### src/rtl/fir_xifu_issue_queue_pkg.sv
// Shared types, opcode constants and instruction field helpers for the FIR XIFU.
package fir_xifu_pkg;

  localparam logic [6:0] INSTR_OPCODE     = 7'h0B;
  localparam logic [2:0] XFIRLW_FUNCT3    = 3'd0;
  localparam logic [2:0] XFIRSW_FUNCT3    = 3'd1;
  localparam logic [2:0] XFIRDOTP_FUNCT3  = 3'd2;

  // Upper bound for the X-interface id width carried through the queue.
  localparam int ID_MAX_WIDTH = 8;

  typedef enum logic [1:0] {
    INVALID  = 2'd0,
    XFIRLW   = 2'd1,
    XFIRSW   = 2'd2,
    XFIRDOTP = 2'd3
  } fir_xifu_instr_t;

  typedef struct packed {
    fir_xifu_instr_t         instr;
    logic [ID_MAX_WIDTH-1:0] id;
    logic [31:0]             base;
    logic [31:0]             offset;
    logic [4:0]              rs1;
    logic [4:0]              rs2;
    logic [4:0]              rd;
  } fir_xifu_id2ex_t;

  typedef struct packed {
    fir_xifu_id2ex_t payload;
    logic            committed;
    logic            killed;
  } fir_xifu_qentry_t;

  function automatic logic [6:0] xifu_get_opcode(input logic [31:0] instr);
    return instr[6:0];
  endfunction

  function automatic logic [2:0] xifu_get_funct3(input logic [31:0] instr);
    return instr[14:12];
  endfunction

  function automatic logic [4:0] xifu_get_rs1(input logic [31:0] instr);
    return instr[19:15];
  endfunction

  function automatic logic [4:0] xifu_get_rs2(input logic [31:0] instr);
    return instr[24:20];
  endfunction

  function automatic logic [4:0] xifu_get_rd(input logic [31:0] instr);
    return instr[11:7];
  endfunction

  function automatic logic [31:0] xifu_get_immediate_I(input logic [31:0] instr);
    return {{20{instr[31]}}, instr[31:20]};
  endfunction

  function automatic logic [31:0] xifu_get_immediate_S(input logic [31:0] instr);
    return {{20{instr[31]}}, instr[31:25], instr[11:7]};
  endfunction

endpackage

### src/rtl/fir_xifu_issue_queue_if.sv
// Issue, commit, EX-dispatch and writeback signals of the XIFU issue stage.
interface fir_xifu_issue_queue_if
  import fir_xifu_pkg::*;
#(
  parameter int DEPTH     = 4,
  parameter int NUM_XREGS = 8,
  parameter int ID_WIDTH  = 4
);
  logic                         issue_valid_i;
  logic                         issue_ready_o;
  logic [31:0]                  issue_instr_i;
  logic [ID_WIDTH-1:0]          issue_id_i;
  logic [1:0][31:0]             issue_rs_i;
  logic [1:0]                   issue_rs_valid_i;
  logic                         issue_accept_o;
  logic                         issue_writeback_o;
  logic                         issue_loadstore_o;
  logic                         commit_valid_i;
  logic [ID_WIDTH-1:0]          commit_id_i;
  logic                         commit_kill_i;
  logic                         ex_valid_o;
  logic                         ex_ready_i;
  fir_xifu_id2ex_t              ex_entry_o;
  logic                         wb_valid_i;
  logic [$clog2(NUM_XREGS)-1:0] wb_rd_i;
  logic [$clog2(DEPTH):0]       count_o;

  // Issue-stage side.
  modport slave (
    input  issue_valid_i, issue_instr_i, issue_id_i, issue_rs_i, issue_rs_valid_i,
    input  commit_valid_i, commit_id_i, commit_kill_i,
    input  ex_ready_i, wb_valid_i, wb_rd_i,
    output issue_ready_o, issue_accept_o, issue_writeback_o, issue_loadstore_o,
    output ex_valid_o, ex_entry_o, count_o
  );

  // Core / EX side.
  modport master (
    output issue_valid_i, issue_instr_i, issue_id_i, issue_rs_i, issue_rs_valid_i,
    output commit_valid_i, commit_id_i, commit_kill_i,
    output ex_ready_i, wb_valid_i, wb_rd_i,
    input  issue_ready_o, issue_accept_o, issue_writeback_o, issue_loadstore_o,
    input  ex_valid_o, ex_entry_o, count_o
  );

endinterface

### src/rtl/fir_xifu_issue_queue_scoreboard.sv
// Busy-bit scoreboard over the internal FIR register file.
module fir_xifu_scoreboard #(
  parameter  int NUM_XREGS = 8,
  localparam int XW        = $clog2(NUM_XREGS)
) (
  input  logic          clk_i,
  input  logic          rst_ni,
  input  logic          i_set_en,
  input  logic [XW-1:0] i_set_idx,
  input  logic          i_clr0_en,
  input  logic [XW-1:0] i_clr0_idx,
  input  logic          i_clr1_en,
  input  logic [XW-1:0] i_clr1_idx,
  input  logic [XW-1:0] i_look_a_idx,
  input  logic [XW-1:0] i_look_b_idx,
  input  logic [XW-1:0] i_look_c_idx,
  output logic          o_busy_a,
  output logic          o_busy_b,
  output logic          o_busy_c
);

  logic [NUM_XREGS-1:0] r_busy;
  logic [NUM_XREGS-1:0] w_busy_nxt;

  // Clears first, then the set, so a set to the same register wins.
  always_comb begin
    w_busy_nxt = r_busy;
    if (i_clr0_en) w_busy_nxt[i_clr0_idx] = 1'b0;
    if (i_clr1_en) w_busy_nxt[i_clr1_idx] = 1'b0;
    if (i_set_en)  w_busy_nxt[i_set_idx]  = 1'b1;
  end

  // Busy-bit register.
  always_ff @(posedge clk_i or negedge rst_ni) begin
    if (!rst_ni) r_busy <= '0;
    else         r_busy <= w_busy_nxt;
  end

  assign o_busy_a = r_busy[i_look_a_idx];
  assign o_busy_b = r_busy[i_look_b_idx];
  assign o_busy_c = r_busy[i_look_c_idx];

endmodule

### src/rtl/fir_xifu_issue_queue.sv
// FIR XIFU issue stage: decode, in-order commit-gated queue and xreg hazard stall.
module fir_xifu_issue_queue
  import fir_xifu_pkg::*;
#(
  parameter int DEPTH     = 4,
  parameter int NUM_XREGS = 8,
  parameter int ID_WIDTH  = 4
) (
  input logic                  clk_i,
  input logic                  rst_ni,
  fir_xifu_issue_queue_if.slave bus
);

  localparam int XW = $clog2(NUM_XREGS);
  localparam int PW = $clog2(DEPTH);
  localparam int CW = PW + 1;

  fir_xifu_instr_t  w_type;
  logic [4:0]       w_rs1, w_rs2, w_rd;
  logic [31:0]      w_offset;
  logic             w_accept, w_loadstore;
  logic             w_uses_rs1, w_uses_rs2, w_writes_rd, w_needs_base;
  logic             w_busy_rs1, w_busy_rs2, w_busy_rd;
  logic             w_full, w_ready, w_push, w_pop, w_kill_pop, w_ex_valid;
  logic             w_commit_new, w_head_clr;
  fir_xifu_id2ex_t  w_new;
  fir_xifu_qentry_t w_head;
  logic             w_unused;

  fir_xifu_qentry_t r_q [DEPTH];
  logic [DEPTH-1:0] r_vld;
  logic [PW-1:0]    r_head, r_tail;
  logic [CW-1:0]    r_count;

  // Decode the offered instruction into its type, operands and offset.
  always_comb begin
    w_type = INVALID;
    if (xifu_get_opcode(bus.issue_instr_i) == INSTR_OPCODE) begin
      unique case (xifu_get_funct3(bus.issue_instr_i))
        XFIRLW_FUNCT3:   w_type = XFIRLW;
        XFIRSW_FUNCT3:   w_type = XFIRSW;
        XFIRDOTP_FUNCT3: w_type = XFIRDOTP;
        default:         w_type = INVALID;
      endcase
    end
    w_rs1        = xifu_get_rs1(bus.issue_instr_i);
    w_rs2        = xifu_get_rs2(bus.issue_instr_i);
    w_rd         = xifu_get_rd(bus.issue_instr_i);
    w_accept     = (w_type != INVALID);
    w_loadstore  = (w_type == XFIRLW) || (w_type == XFIRSW);
    w_needs_base = w_loadstore;
    w_uses_rs1   = (w_type == XFIRDOTP);
    w_uses_rs2   = (w_type == XFIRSW) || (w_type == XFIRDOTP);
    w_writes_rd  = (w_type == XFIRLW) || (w_type == XFIRDOTP);
    w_offset     = '0;
    if (w_type == XFIRLW)      w_offset = xifu_get_immediate_I(bus.issue_instr_i);
    else if (w_type == XFIRSW) w_offset = xifu_get_immediate_S(bus.issue_instr_i);
  end

  assign w_full  = (r_count == CW'(DEPTH));
  // Unrecognised instructions are rejected immediately rather than stalled.
  assign w_ready = !w_accept ||
                   (!w_full &&
                    (!w_needs_base || bus.issue_rs_valid_i[0]) &&
                    !(w_uses_rs1 && w_busy_rs1) &&
                    !(w_uses_rs2 && w_busy_rs2) &&
                    !(w_writes_rd && w_busy_rd));
  assign w_push  = bus.issue_valid_i && w_ready && w_accept;

  assign w_new.instr  = w_type;
  assign w_new.id     = ID_MAX_WIDTH'(bus.issue_id_i);
  assign w_new.base   = bus.issue_rs_i[0];
  assign w_new.offset = w_offset;
  assign w_new.rs1    = w_rs1;
  assign w_new.rs2    = w_rs2;
  assign w_new.rd     = w_rd;

  assign w_commit_new = bus.commit_valid_i && (bus.commit_id_i == bus.issue_id_i);

  assign w_head     = r_q[r_head];
  assign w_ex_valid = r_vld[r_head] && w_head.committed && !w_head.killed;
  assign w_kill_pop = r_vld[r_head] && w_head.killed;
  assign w_pop      = (w_ex_valid && bus.ex_ready_i) || w_kill_pop;
  assign w_head_clr = w_kill_pop &&
                      ((w_head.payload.instr == XFIRLW) || (w_head.payload.instr == XFIRDOTP));

  fir_xifu_scoreboard #(.NUM_XREGS(NUM_XREGS)) u_scoreboard (
    .clk_i        (clk_i),
    .rst_ni       (rst_ni),
    .i_set_en     (w_push && w_writes_rd),
    .i_set_idx    (w_rd[XW-1:0]),
    .i_clr0_en    (bus.wb_valid_i),
    .i_clr0_idx   (bus.wb_rd_i),
    .i_clr1_en    (w_head_clr),
    .i_clr1_idx   (w_head.payload.rd[XW-1:0]),
    .i_look_a_idx (w_rs1[XW-1:0]),
    .i_look_b_idx (w_rs2[XW-1:0]),
    .i_look_c_idx (w_rd[XW-1:0]),
    .o_busy_a     (w_busy_rs1),
    .o_busy_b     (w_busy_rs2),
    .o_busy_c     (w_busy_rd)
  );

  // Queue storage: commit/kill marking, head pop and tail push.
  always_ff @(posedge clk_i or negedge rst_ni) begin
    if (!rst_ni) begin
      for (int i = 0; i < DEPTH; i++) r_q[i] <= '0;
      r_vld   <= '0;
      r_head  <= '0;
      r_tail  <= '0;
      r_count <= '0;
    end else begin
      for (int i = 0; i < DEPTH; i++) begin
        if (r_vld[i] && bus.commit_valid_i &&
            (r_q[i].payload.id[ID_WIDTH-1:0] == bus.commit_id_i)) begin
          if (bus.commit_kill_i) r_q[i].killed    <= 1'b1;
          else                   r_q[i].committed <= 1'b1;
        end
      end
      if (w_pop) begin
        r_vld[r_head] <= 1'b0;
        r_head        <= r_head + PW'(1);
      end
      if (w_push) begin
        r_q[r_tail].payload   <= w_new;
        r_q[r_tail].committed <= w_commit_new && !bus.commit_kill_i;
        r_q[r_tail].killed    <= w_commit_new && bus.commit_kill_i;
        r_vld[r_tail]         <= 1'b1;
        r_tail                <= r_tail + PW'(1);
      end
      if (w_push && !w_pop)      r_count <= r_count + CW'(1);
      else if (!w_push && w_pop) r_count <= r_count - CW'(1);
    end
  end

  assign bus.issue_ready_o     = w_ready;
  assign bus.issue_accept_o    = w_accept;
  assign bus.issue_loadstore_o = w_loadstore;
  assign bus.issue_writeback_o = 1'b0;
  assign bus.ex_valid_o        = w_ex_valid;
  assign bus.ex_entry_o        = w_head.payload;
  assign bus.count_o           = r_count;

  // The second GPR operand is not used by any FIR instruction.
  assign w_unused = ^{bus.issue_rs_i[1], bus.issue_rs_valid_i[1]};

endmodule

### src/flat_wrapper.sv
// flat-port wrapper written by rule: the top's interface ports become plain ports
module fir_xifu_issue_queue_flat import fir_xifu_pkg::*;
#(
  parameter int DEPTH     = 4,
  parameter int NUM_XREGS = 8,
  parameter int ID_WIDTH  = 4
)
  (clk_i, rst_ni, bus_issue_valid_i, bus_issue_instr_i, bus_issue_id_i, bus_issue_rs_i, bus_issue_rs_valid_i, bus_commit_valid_i, bus_commit_id_i, bus_commit_kill_i, bus_ex_ready_i, bus_wb_valid_i, bus_wb_rd_i, bus_issue_ready_o, bus_issue_accept_o, bus_issue_writeback_o, bus_issue_loadstore_o, bus_ex_valid_o, bus_ex_entry_o, bus_count_o);
  fir_xifu_issue_queue_if #(.DEPTH(DEPTH), .NUM_XREGS(NUM_XREGS), .ID_WIDTH(ID_WIDTH)) bus_i ();
  input logic clk_i;
  input logic rst_ni;
  input wire logic [$bits(bus_i.issue_valid_i)-1:0] bus_issue_valid_i;
  input wire logic [$bits(bus_i.issue_instr_i)-1:0] bus_issue_instr_i;
  input wire logic [$bits(bus_i.issue_id_i)-1:0] bus_issue_id_i;
  input wire logic [$bits(bus_i.issue_rs_i)-1:0] bus_issue_rs_i;
  input wire logic [$bits(bus_i.issue_rs_valid_i)-1:0] bus_issue_rs_valid_i;
  input wire logic [$bits(bus_i.commit_valid_i)-1:0] bus_commit_valid_i;
  input wire logic [$bits(bus_i.commit_id_i)-1:0] bus_commit_id_i;
  input wire logic [$bits(bus_i.commit_kill_i)-1:0] bus_commit_kill_i;
  input wire logic [$bits(bus_i.ex_ready_i)-1:0] bus_ex_ready_i;
  input wire logic [$bits(bus_i.wb_valid_i)-1:0] bus_wb_valid_i;
  input wire logic [$bits(bus_i.wb_rd_i)-1:0] bus_wb_rd_i;
  output wire logic [$bits(bus_i.issue_ready_o)-1:0] bus_issue_ready_o;
  output wire logic [$bits(bus_i.issue_accept_o)-1:0] bus_issue_accept_o;
  output wire logic [$bits(bus_i.issue_writeback_o)-1:0] bus_issue_writeback_o;
  output wire logic [$bits(bus_i.issue_loadstore_o)-1:0] bus_issue_loadstore_o;
  output wire logic [$bits(bus_i.ex_valid_o)-1:0] bus_ex_valid_o;
  output wire logic [$bits(bus_i.ex_entry_o)-1:0] bus_ex_entry_o;
  output wire logic [$bits(bus_i.count_o)-1:0] bus_count_o;
  assign bus_i.issue_valid_i = bus_issue_valid_i;
  assign bus_i.issue_instr_i = bus_issue_instr_i;
  assign bus_i.issue_id_i = bus_issue_id_i;
  assign bus_i.issue_rs_i = bus_issue_rs_i;
  assign bus_i.issue_rs_valid_i = bus_issue_rs_valid_i;
  assign bus_i.commit_valid_i = bus_commit_valid_i;
  assign bus_i.commit_id_i = bus_commit_id_i;
  assign bus_i.commit_kill_i = bus_commit_kill_i;
  assign bus_i.ex_ready_i = bus_ex_ready_i;
  assign bus_i.wb_valid_i = bus_wb_valid_i;
  assign bus_i.wb_rd_i = bus_wb_rd_i;
  assign bus_issue_ready_o = bus_i.issue_ready_o;
  assign bus_issue_accept_o = bus_i.issue_accept_o;
  assign bus_issue_writeback_o = bus_i.issue_writeback_o;
  assign bus_issue_loadstore_o = bus_i.issue_loadstore_o;
  assign bus_ex_valid_o = bus_i.ex_valid_o;
  assign bus_ex_entry_o = bus_i.ex_entry_o;
  assign bus_count_o = bus_i.count_o;
  fir_xifu_issue_queue #(.DEPTH(DEPTH), .NUM_XREGS(NUM_XREGS), .ID_WIDTH(ID_WIDTH)) u_core (.clk_i(clk_i), .rst_ni(rst_ni), .bus(bus_i));
endmodule
### config.mk
export PLATFORM = sky130hd
export DESIGN_NAME = fir_xifu_issue_queue_flat
export DESIGN_NICKNAME = d
export VERILOG_FILES = /design/src/rtl/fir_xifu_issue_queue_pkg.sv /design/src/rtl/fir_xifu_issue_queue_if.sv /design/src/rtl/fir_xifu_issue_queue_scoreboard.sv /design/src/rtl/fir_xifu_issue_queue.sv /design/src/flat_wrapper.sv
export SDC_FILE = /design/constraint.sdc
export NUM_CORES = 1
export LEC_CHECK = 0
export BUFFER_PORTS_ARGS = -buffer_cell sky130_fd_sc_hd__buf_2
export CORE_ASPECT_RATIO = 1.1
export CORE_MARGIN = 1.5
export CORE_UTILIZATION = 62
export DETAILED_ROUTE_END_ITERATION = 16
export GPL_TIMING_DRIVEN = 0
export PLACE_DENSITY_LB_ADDON = 0.25
export SYNTH_ARGS = -nofsm -noshare
export SYNTH_HDL_FRONTEND = slang
export SYNTH_SLANG_ARGS = --single-unit
### constraint.sdc
create_clock -name clk_i -period 4.15 [get_ports clk_i]
set_input_delay 0.415 -clock clk_i [delete_from_list [all_inputs] [get_ports clk_i]]
set_output_delay 0.415 -clock clk_i [all_outputs]
set_load 0.1 [all_outputs]
## Word-level counts from Yosys, hierarchy flattened

Index checks and enable logic that the tools add are counted.

- Flip-flop bits (word level): 383
- Input bits: 116
- Output and inout bits: 97
- Word-level logic and storage cells: 192

- Add/sub/neg operators: 4
- Order comparisons: 15
- Equal/unequal tests: 14
- Multiplexer cells: 54
- Bitwise operators: 10
- Reductions and logical operators: 54

Operators by type and width:

| cell | number |
|---|---|
| $bwmux 364 | 3 |
| $demux 91 s2 | 3 |
| $mux 275 | 1 |
| $mux 91 | 3 |
| $bmux 91 s2 | 1 |
| $mux 32 | 2 |
| $logic_and 1x1->1 | 34 |
| $mux 8 | 3 |
| $eq 4x4->1 | 5 |
| $lt 3x4->1 const B | 5 |
| $mux 1 | 18 |
| $and 8x8->8 | 2 |
| $not 8->8 | 2 |
| $mux 2 | 6 |
| $logic_not 1->1 | 10 |
| $bmux 1 s3 | 3 |
| $demux 1 s3 | 3 |
| $ge 3x1->1 const B | 3 |
| $mux 4 | 2 |
| $or 8x8->8 | 1 |
| $eq 7x4->1 const B | 1 |
| $logic_or 1x1->1 | 7 |
| $eq 2x2->1 const B | 3 |
| $ge 3x3->1 const B | 2 |
| 20 further kinds | 28 |

## Longest topological paths before layout

Gate-level depths: netlist of run 1.

- Depth in word-level cells: 18
- Depth in mapped cells: 15
- Depth with buffers taken out: 14

## Cells and area by module

From an unflattened synthesis of run 1, not the netlist that was laid out.

- Cells, all modules: 908
- Area total of the unflattened synthesis: 15319.7 µm²

Modules (own cells, without submodules):

| module | times used | cells each | area each (µm²) | sequential area each (µm²) |
|---|---|---|---|---|
| fir_xifu_issue_queue | 1 | 861 | 14682.8 | 7382.1 |
| fir_xifu_scoreboard | 1 | 47 | 636.9 | 200.2 |

## Worst setup path before layout of run 1

Ideal clock, no wire load.

- Path type: input to register
- From: in bus_issue_instr_i[14]
- To: reg u_core.r_count[1] (netlist: u_core.bus.count_o[1])
- Setup time: 0.126 ns
- Arrival: 3.999 ns
- Data required time: 4.024 ns
- Setup slack: 0.024 ns
- Stages on the path: 13
- Path buffers: 1
- Path through: or4_4 -> nor3_1 -> inv_1 -> ha_1 -> a21oi_1 -> and3_1 -> clkbuf_1 -> nand3_1 -> inv_1 -> ha_1 -> inv_1 -> fa_1 -> mux2_2

- Cells in the longest elaborated chain, start to end: 17
- Elaborated cells on any way between the ends: 33
- Those cells by class: eq/ne (5); mux (3); reduce/logical (25)

Ends and longest elaborated chain:

| what | RTL line | source |
|---|---|---|
| start, declared | flat_wrapper.sv:13 | `input wire logic [$bits(bus_i.issue_instr_i)-1:0] bus_issue_instr_i;` |
| $eq 3x2->1 (tied with other cells) | fir_xifu_issue_queue.sv:39 | `unique case (xifu_get_funct3(bus.issue_instr_i))` |
| $pmux 2 s3 * | fir_xifu_issue_queue.sv:39 |  |
| $mux 2 * | fir_xifu_issue_queue.sv:38 | `if (xifu_get_opcode(bus.issue_instr_i) == INSTR_OPCODE) begin` |
| $eq 2x1->1 or $eq 2x2->1 (tied branches) | fir_xifu_issue_queue.sv:50 | `w_loadstore = (w_type == XFIRLW) \|\| (w_type == XFIRSW);` |
| $logic_or 1x1->1 * | fir_xifu_issue_queue.sv:50 |  |
| via bus_issue_loadstore_o | flat_wrapper.sv:26 | `output wire logic [$bits(bus_i.issue_loadstore_o)-1:0] bus_issue_loadstore_o;` |
| $logic_not 1->1 * | fir_xifu_issue_queue.sv:64 | `(!w_needs_base \|\| bus.issue_rs_valid_i[0]) &&` |
| $logic_or 1x1->1 * | fir_xifu_issue_queue.sv:64 |  |
| $logic_and 1x1->1 * | fir_xifu_issue_queue.sv:63 | `(!w_full &&` |
| $logic_and 1x1->1 * | fir_xifu_issue_queue.sv:64 |  |
| $logic_and 1x1->1 * | fir_xifu_issue_queue.sv:65 | `!(w_uses_rs1 && w_busy_rs1) &&` |
| $logic_and 1x1->1 * | fir_xifu_issue_queue.sv:66 | `!(w_uses_rs2 && w_busy_rs2) &&` |
| $logic_or 1x1->1 * | fir_xifu_issue_queue.sv:62 | `assign w_ready = !w_accept \|\|` |
| $logic_and 1x1->1 * (2 in a row) | fir_xifu_issue_queue.sv:68 | `assign w_push = bus.issue_valid_i && w_ready && w_accept;` |
| $logic_not 1->1 | fir_xifu_issue_queue.sv:132 | `else if (!w_push && w_pop) r_count <= r_count - CW'(1);` |
| $logic_and 1x1->1 | fir_xifu_issue_queue.sv:132 |  |
| $reduce_bool 2->1 (no line) | - |  |
| end signal, assigned | fir_xifu_issue_queue.sv:131 | `if (w_push && !w_pop) r_count <= r_count + CW'(1);` |
| end signal, assigned | fir_xifu_issue_queue.sv:132 |  |
| end, declared | fir_xifu_issue_queue.sv:33 | `logic [CW-1:0] r_count;` |

The timed path passes the listed nets; every way through them passes the cells marked *.
A chain may end at the register's enable or synchronous reset.

## Final worst setup path of run 1

- From: reg u_core.r_head[1]
- To: out bus_ex_entry_o[35]

- Cells in the longest elaborated chain, start to end: 4

Ends and longest elaborated chain:

| what | RTL line | source |
|---|---|---|
| start, declared | fir_xifu_issue_queue.sv:32 | `logic [PW-1:0] r_head, r_tail;` |
| start signal, assigned | fir_xifu_issue_queue.sv:122 | `r_head <= r_head + PW'(1);` |
| $not 2->3 (not written as such) | fir_xifu_issue_queue.sv:80 | `assign w_head = r_q[r_head];` |
| $bmux 91 s2 | fir_xifu_issue_queue.sv:80 |  |
| $mux 91 (not written as such) (2 in a row) | fir_xifu_issue_queue.sv:80 |  |
| end, declared | flat_wrapper.sv:28 | `output wire logic [$bits(bus_i.ex_entry_o)-1:0] bus_ex_entry_o;` |

No other way between the ends. The select of a mux whose other input is x is not followed.

==> qor.csv, run 1 <==
metric;value;unit
die_y;169;microns
slew_headroom;0.344;
grt_max_degree;121;
hold_slack;0.123;ns
grt_overflow;0;
fin_nets;1264;
netlist_area;0.0155;sq mm
hp-class;input pin to flip-flop;
worstPathRequired;3.73;ns
whs_path_depth;2;
die-width;154;microns
top_layer_used;met5;
wl_met3;1420;microns
period_needed;3.91;ns
fin_ws;0.242;ns
rows;60;
antenna_left;0;
ios;213;
dp_hpwl;21600;microns
yosys.area.top_type_share;0.490;
grt_pass1_vias;9369;
power_per_cell_area;343;mW/mm^2
drc;0;
slowest_delay;0.56;ns
drive_above_1_share;0.551;
finalSetupViolations;0;
finClkSkew;0.0189;ns
wirelength;32800;microns
synth.most_common_cell;dfrtp_1;
cts_tree;built;
r2r_cells;12;
syn-num-nets;1055;
post_drt_wl_per_cell;22.3;microns
critPathBufInv;5;
slew_violations;0;
synth_ff_type;dfrtp_1;
ys_ff_latch;303;
arrival;3.49;ns
cts.sinks;303;
grt_util_all_layers;0.264;
drt_iter0_markers;416;
synthTopCellsByCount;dfrtp_1 (303), mux2_4 (252), mux4_2 (76), buf_12 (28);
path_clk_slew;0.07;ns
worstMarginPinSlew;0.984;ns
r2r-start;u_core.r_head[1];
min-delay-start;bus_issue_rs_i[0];
hold_viol;0;
status;finished clean;
wl_met2;16000;microns
max_freq;256;MHz
slowest_stage;clkbuf_1;
critPathMaxFanout;21;
core_area;0.0245;sq mm
syn_avg_cell_area;16.7;sq um
path_cells;clkbuf_1 -> clkbuf_2 -> clkbuf_2 -> mux4_2 -> buf_4 -> buf_2;
start_kind;flip-flop;
initial_core_util;0.632;
crit_path_start;u_core.r_head[1];
vias_per_cell;5.85;
crit_family;buffers and inverters;
rsz0062_at_grt;no;
io_buffers;173;
clk_latency;0.57;ns
antenna_found_initial;3;
synth-seq-area-share;0.490;
wl_met1;14600;microns
vdd_drop_max;0.000345;V
path_common_cell;clkbuf_2;
ys_types;51;
synth_top_area_cell;dfrtp_1;
endpoint_kind;output port;
cts_max_level;1;
async_flop_share;1.00;
post-place-ws;-0.236;ns
synth-edff-count;0;
leakage;8.81;nW
yosysWarningCount;0;
post_cts_buffers;0;
cts_buffers;31;
crit_type;flip-flop to output port;
drt_pass1_iterations;4;
synth_cells;925;
die_area;0.0259;sq mm
clockRootBuffer;clkbuf_16;
dpl.cell_count;1410;
vias;8577;
synth.area.top_cells;dfrtp_1 (49%), mux2_4 (24%), mux4_2 (11%), buf_12 (3.6%), ha_1 (1.1%);
clock_path_buffers;3;
syn_to_final_growth;15.3;%
regToRegSetupSlack;1.11;ns
place_congestion;0.867;
min_period_over_period;0.942;
grt_pass1_wl;53700;microns
crit_cells;6;
maxCapViolCount;0;
fin_cells;1467;
total_power;6.13;mW
==> timing repair <==
action,CTS,global route
endpoints found under the setup margin,44,0
gates resized for setup,4,0
hold endpoints to repair,33,0
hold buffers,1,0
==> cells in the final DEF, fill, tap and decap left out, drive strengths merged, types with 2 or more instances in the layout <==
cell	count
clkinvlp	5
and3	2
or3	2
buf	237
nand3	4
nor2b	24
o22ai	2
xnor2	9
o21ai	13
mux2i	9
mux4	76
nor3	2
clkinv	6
inv	22
nand2b	10
dfrtp	303
bufinv	4
clkbuf	55
o31ai	3
nor4	4
nand2	24
xor2	11
and4	4
ha	13
nand4	2
a21oi	8
nor2	5
mux2	266
a21o	4
nand4b	3
o221ai	6
==> worst reg2reg max path, delay by kind of cell (launching register included) <==
kind                     cells  cell delay [ns]
adder cells (fa/ha/maj)      2             0.57
multiplexers                 1             0.46
AND/OR/NAND/NOR              2             0.17
buffers and inverters        4             0.94
AO/OA/AOI/OAI                1             0.15
flip-flops                   1             0.38
XOR/XNOR                     2             0.31
==> where the power goes <==
group / leakage (nW) / switching, mW / internal, mW
Clock: 0.492 / 1.18 / 1.66
Sequential: 4.21 / 0.0258 / 2.99
Combinational: 4.11 / 0.163 / 0.111
==> layer usage <==
layer  vias to the layer above  GRT usage
met4                         4     0.0642
met5                         -          0
met3                        52     0.0361
met2                       229      0.436
met1                      4506      0.377
li1                       3786          -
==> cells by family (layout without fill, tap and decap cells) <==
logic type      count (synthesis)  count (layout)  share of synthesized area
compound gates                 46              46                     0.0204
xor+xnor                       20              20                     0.0113
flops                         303             303                      0.490
mux                           351             351                      0.371
fa+ha+maj                      14              14                     0.0118
buf+inv                        99             330                     0.0609
other cells                     1               2                   0.000242
simple gates                   91              91                     0.0344
==> area by class of cell <==
cell class	instances	area, sq um
Timing Repair Buffer	176	941
Tap cell	310	388
Clock buffer	38	822
Fill cell	1602	6630
Buffer	79	873
Clock inverter	17	209
Inverter	20	75.1
Sequential cell	303	7580
Multi-Input combinational cell	523	6950
Antenna cell	1	2.50
==> stage by stage <==
stage	cell area (sq um)	TNS [ns]	utilization
after floorplan	15500	0	-
after global placement	16700	-875.82	0.684
after detailed placement	16800	-0.389	0.686
after CTS	17800	0	0.729
after global routing	17800	0	0.729
final	17800	0	0.729
==> worst paths after layout <==
check	to
worst max-delay path	bus_ex_entry_o[35]
worst min-delay path	flip-flop
worst max register to register	u_core.bus.count_o[2]
worst min register to register	u_core.r_q[269]
max in group asynchronous	async pin
min in group asynchronous	async pin
(Power assumes the default switching activity.)
==> run 2: changes to the inputs <==
--- a/config.mk
+++ b/config.mk
@@ -8,10 +8,11 @@
 export BUFFER_PORTS_ARGS = -buffer_cell sky130_fd_sc_hd__buf_2
 export CORE_ASPECT_RATIO = 1.1
 export CORE_MARGIN = 1.5
-export CORE_UTILIZATION = 62
+export CORE_UTILIZATION = 50
 export DETAILED_ROUTE_END_ITERATION = 16
 export GPL_TIMING_DRIVEN = 0
 export PLACE_DENSITY_LB_ADDON = 0.25
+export SKIP_CTS_REPAIR_TIMING = 1
 export SYNTH_ARGS = -nofsm -noshare
 export SYNTH_HDL_FRONTEND = slang
 export SYNTH_SLANG_ARGS = --single-unit
==> run 2 against run 1 <==
Hold slack gained 0.066 ns. Sequential power barely moved. Count of clock-buffer cells in the layout grew 14. Largest cell class unchanged.
==> qor.csv, run 2 (same netlist as run 1, synthesis figures left out) <==
metric;value;unit;change
status;finished clean;;
clk_latency;0.51;ns;-0.06 ns
drt_pass1_iterations;4;;unchanged
rr_endpoint;u_core.bus.count_o[2];;
arrival;3.48;ns;about the same
die_y;188;microns;+11%
endpoint_kind;output port;;
r2r_cells;12;;unchanged
crit_path_start;u_core.r_head[1];;
antenna_left;0;;unchanged
seqCellArea;0.00758;sq mm;unchanged
regToRegSetupSlack;1.08;ns;-0.03 ns
syn_to_final_growth;17.4;%;
die-width;171;microns;+11%
grt_max_degree;121;;unchanged
maxCapViolCount;0;;unchanged
path_clk_slew;0.07;ns;about the same
critPathMaxFanout;21;;unchanged
power_per_cell_area;357;mW/mm^2;+4.1%
final_cell_mix;dfrtp_1 (303), mux2_4 (252), buf_2 (178);;
wirelength;34000;microns;+3.7%
utilization;0.597;;-0.132
antenna_found_initial;1;;-2
grt_overflow;0;;unchanged
place_congestion;0.769;;-11%
drive_above_1_share;0.555;;+0.00404
leakage;8.93;nW;+1.3%
crit_type;flip-flop to output port;;
initial_core_util;0.509;;-0.124
cts.sinks;303;;unchanged
period_needed;3.89;ns;-0.0170 ns
hold_slack;0.189;ns;+0.0657 ns
cts_buffers;34;;+9.7%
slew_headroom;0.305;;-0.0389
slew_violations;0;;unchanged
grt_util_all_layers;0.218;;-0.0466
rows;67;;+12%
rsz0062_at_grt;no;;
r2r-start;u_core.r_head[1];;
io_buffers;173;;unchanged
grt_pass1_vias;9196;;-1.8%
dp_hpwl;22200;microns;+2.8%
max_freq;257;MHz;+0.44%
min_period_over_period;0.938;;-0.00411
clock_path_buffers;3;;unchanged
setup.worst_path.end;bus_ex_entry_o[44];;
post_drt_wl_per_cell;21.6;microns;-3.5%
start_kind;flip-flop;;
cts_max_level;2;;+1
ios;213;;unchanged
core_area;0.0304;sq mm;+24%
min-delay-start;bus_issue_rs_i[30];;
drt_iter0_markers;390;;-6.3%
tns;0;ns;unchanged
worstPathRequired;3.73;ns;about the same
hold_viol;0;;unchanged
drc;0;;unchanged
multiInputGateArea;0.00696;sq mm;about the same
grt_pass1_wl;53500;microns;-0.31%
layout_commonest_cell;dfrtp_1;;
finalSetupViolations;0;;unchanged
clockRootBuffer;clkbuf_16;;
vias_per_cell;5.40;;-7.6%
fin_nets;1267;;+0.24%
worstMarginPinSlew;1.04;ns;+0.0583 ns
fillers;2340;;+46%
cts_tree;built;;
total_power;6.49;mW;+5.9%
hp-class;input pin to flip-flop;;
vias;8523;;-0.63%
finClkSkew;0.0102;ns;-0.00872 ns
vdd_drop_max;0.000206;V;-40%
die_area;0.0320;sq mm;+24%
run 2: cell count changes in the layout (fill, tap and decap cells not counted), sizes merged:
cell,change
clkbuf,+14
inv,-2
bufinv,-1
clkinvlp,-5
run 2: stage by stage:
stage               cell area [sq um]  worst slack, ns  cells
global placement                16900            -3.04   1512
detailed placement              16900           -0.237   1514
floorplan                       15500           0.0245    925
CTS                             18100           -0.382   1575
finish                          18200            0.259   1577
global route                    18200           0.0696   1577
run 2: worst min path at each step:
stage / endpoint / cells after the start / slack (ns)
floorplan: async pin / 0 / 0.12
global placement: u_core.bus.count_o[2] / 1 / 0.47
finish: flip-flop / 2 / 0.19
CTS: async pin / 1 / -0.10
global route: flip-flop / 2 / 0.18
detailed placement: async pin / 1 / 0.43
run 2: worst max-delay path, cell delays in order (launching register included):
cell	delay [ns]
dfrtp_1	0.37
clkbuf_1	0.60
clkbuf_2	0.46
clkbuf_2	0.41
mux4_2	0.52
buf_4	0.18
buf_2	0.42
run 2: power breakdown:
group	switching (mW)	internal, mW
Clock	1.20	2.00
Combinational	0.166	0.111
Sequential	0.0254	2.99
run 2: final cells by class:
cell class / instances / area share
multi-input cells: 523 / 0.383
well taps: 414 / 0.0285
inverters: 20 / 0.00413
clock inverters: 9 / 0.00682
flip-flops and latches: 303 / 0.417
repair buffers: 176 / 0.0518
clock buffers: 52 / 0.0601
diodes: 1 / 0.000138
plain buffers: 79 / 0.0481
run 2: routing by layer:
layer | vias up | track usage | wire length [microns]
li1 | 3790 | - | -
met1 | 4502 | 0.312 | 15700
met2 | 180 | 0.351 | 16400
met3 | 51 | 0.0274 | 1200
met4 | 0 | 0.0572 | 670
met5 | - | 0 | 0
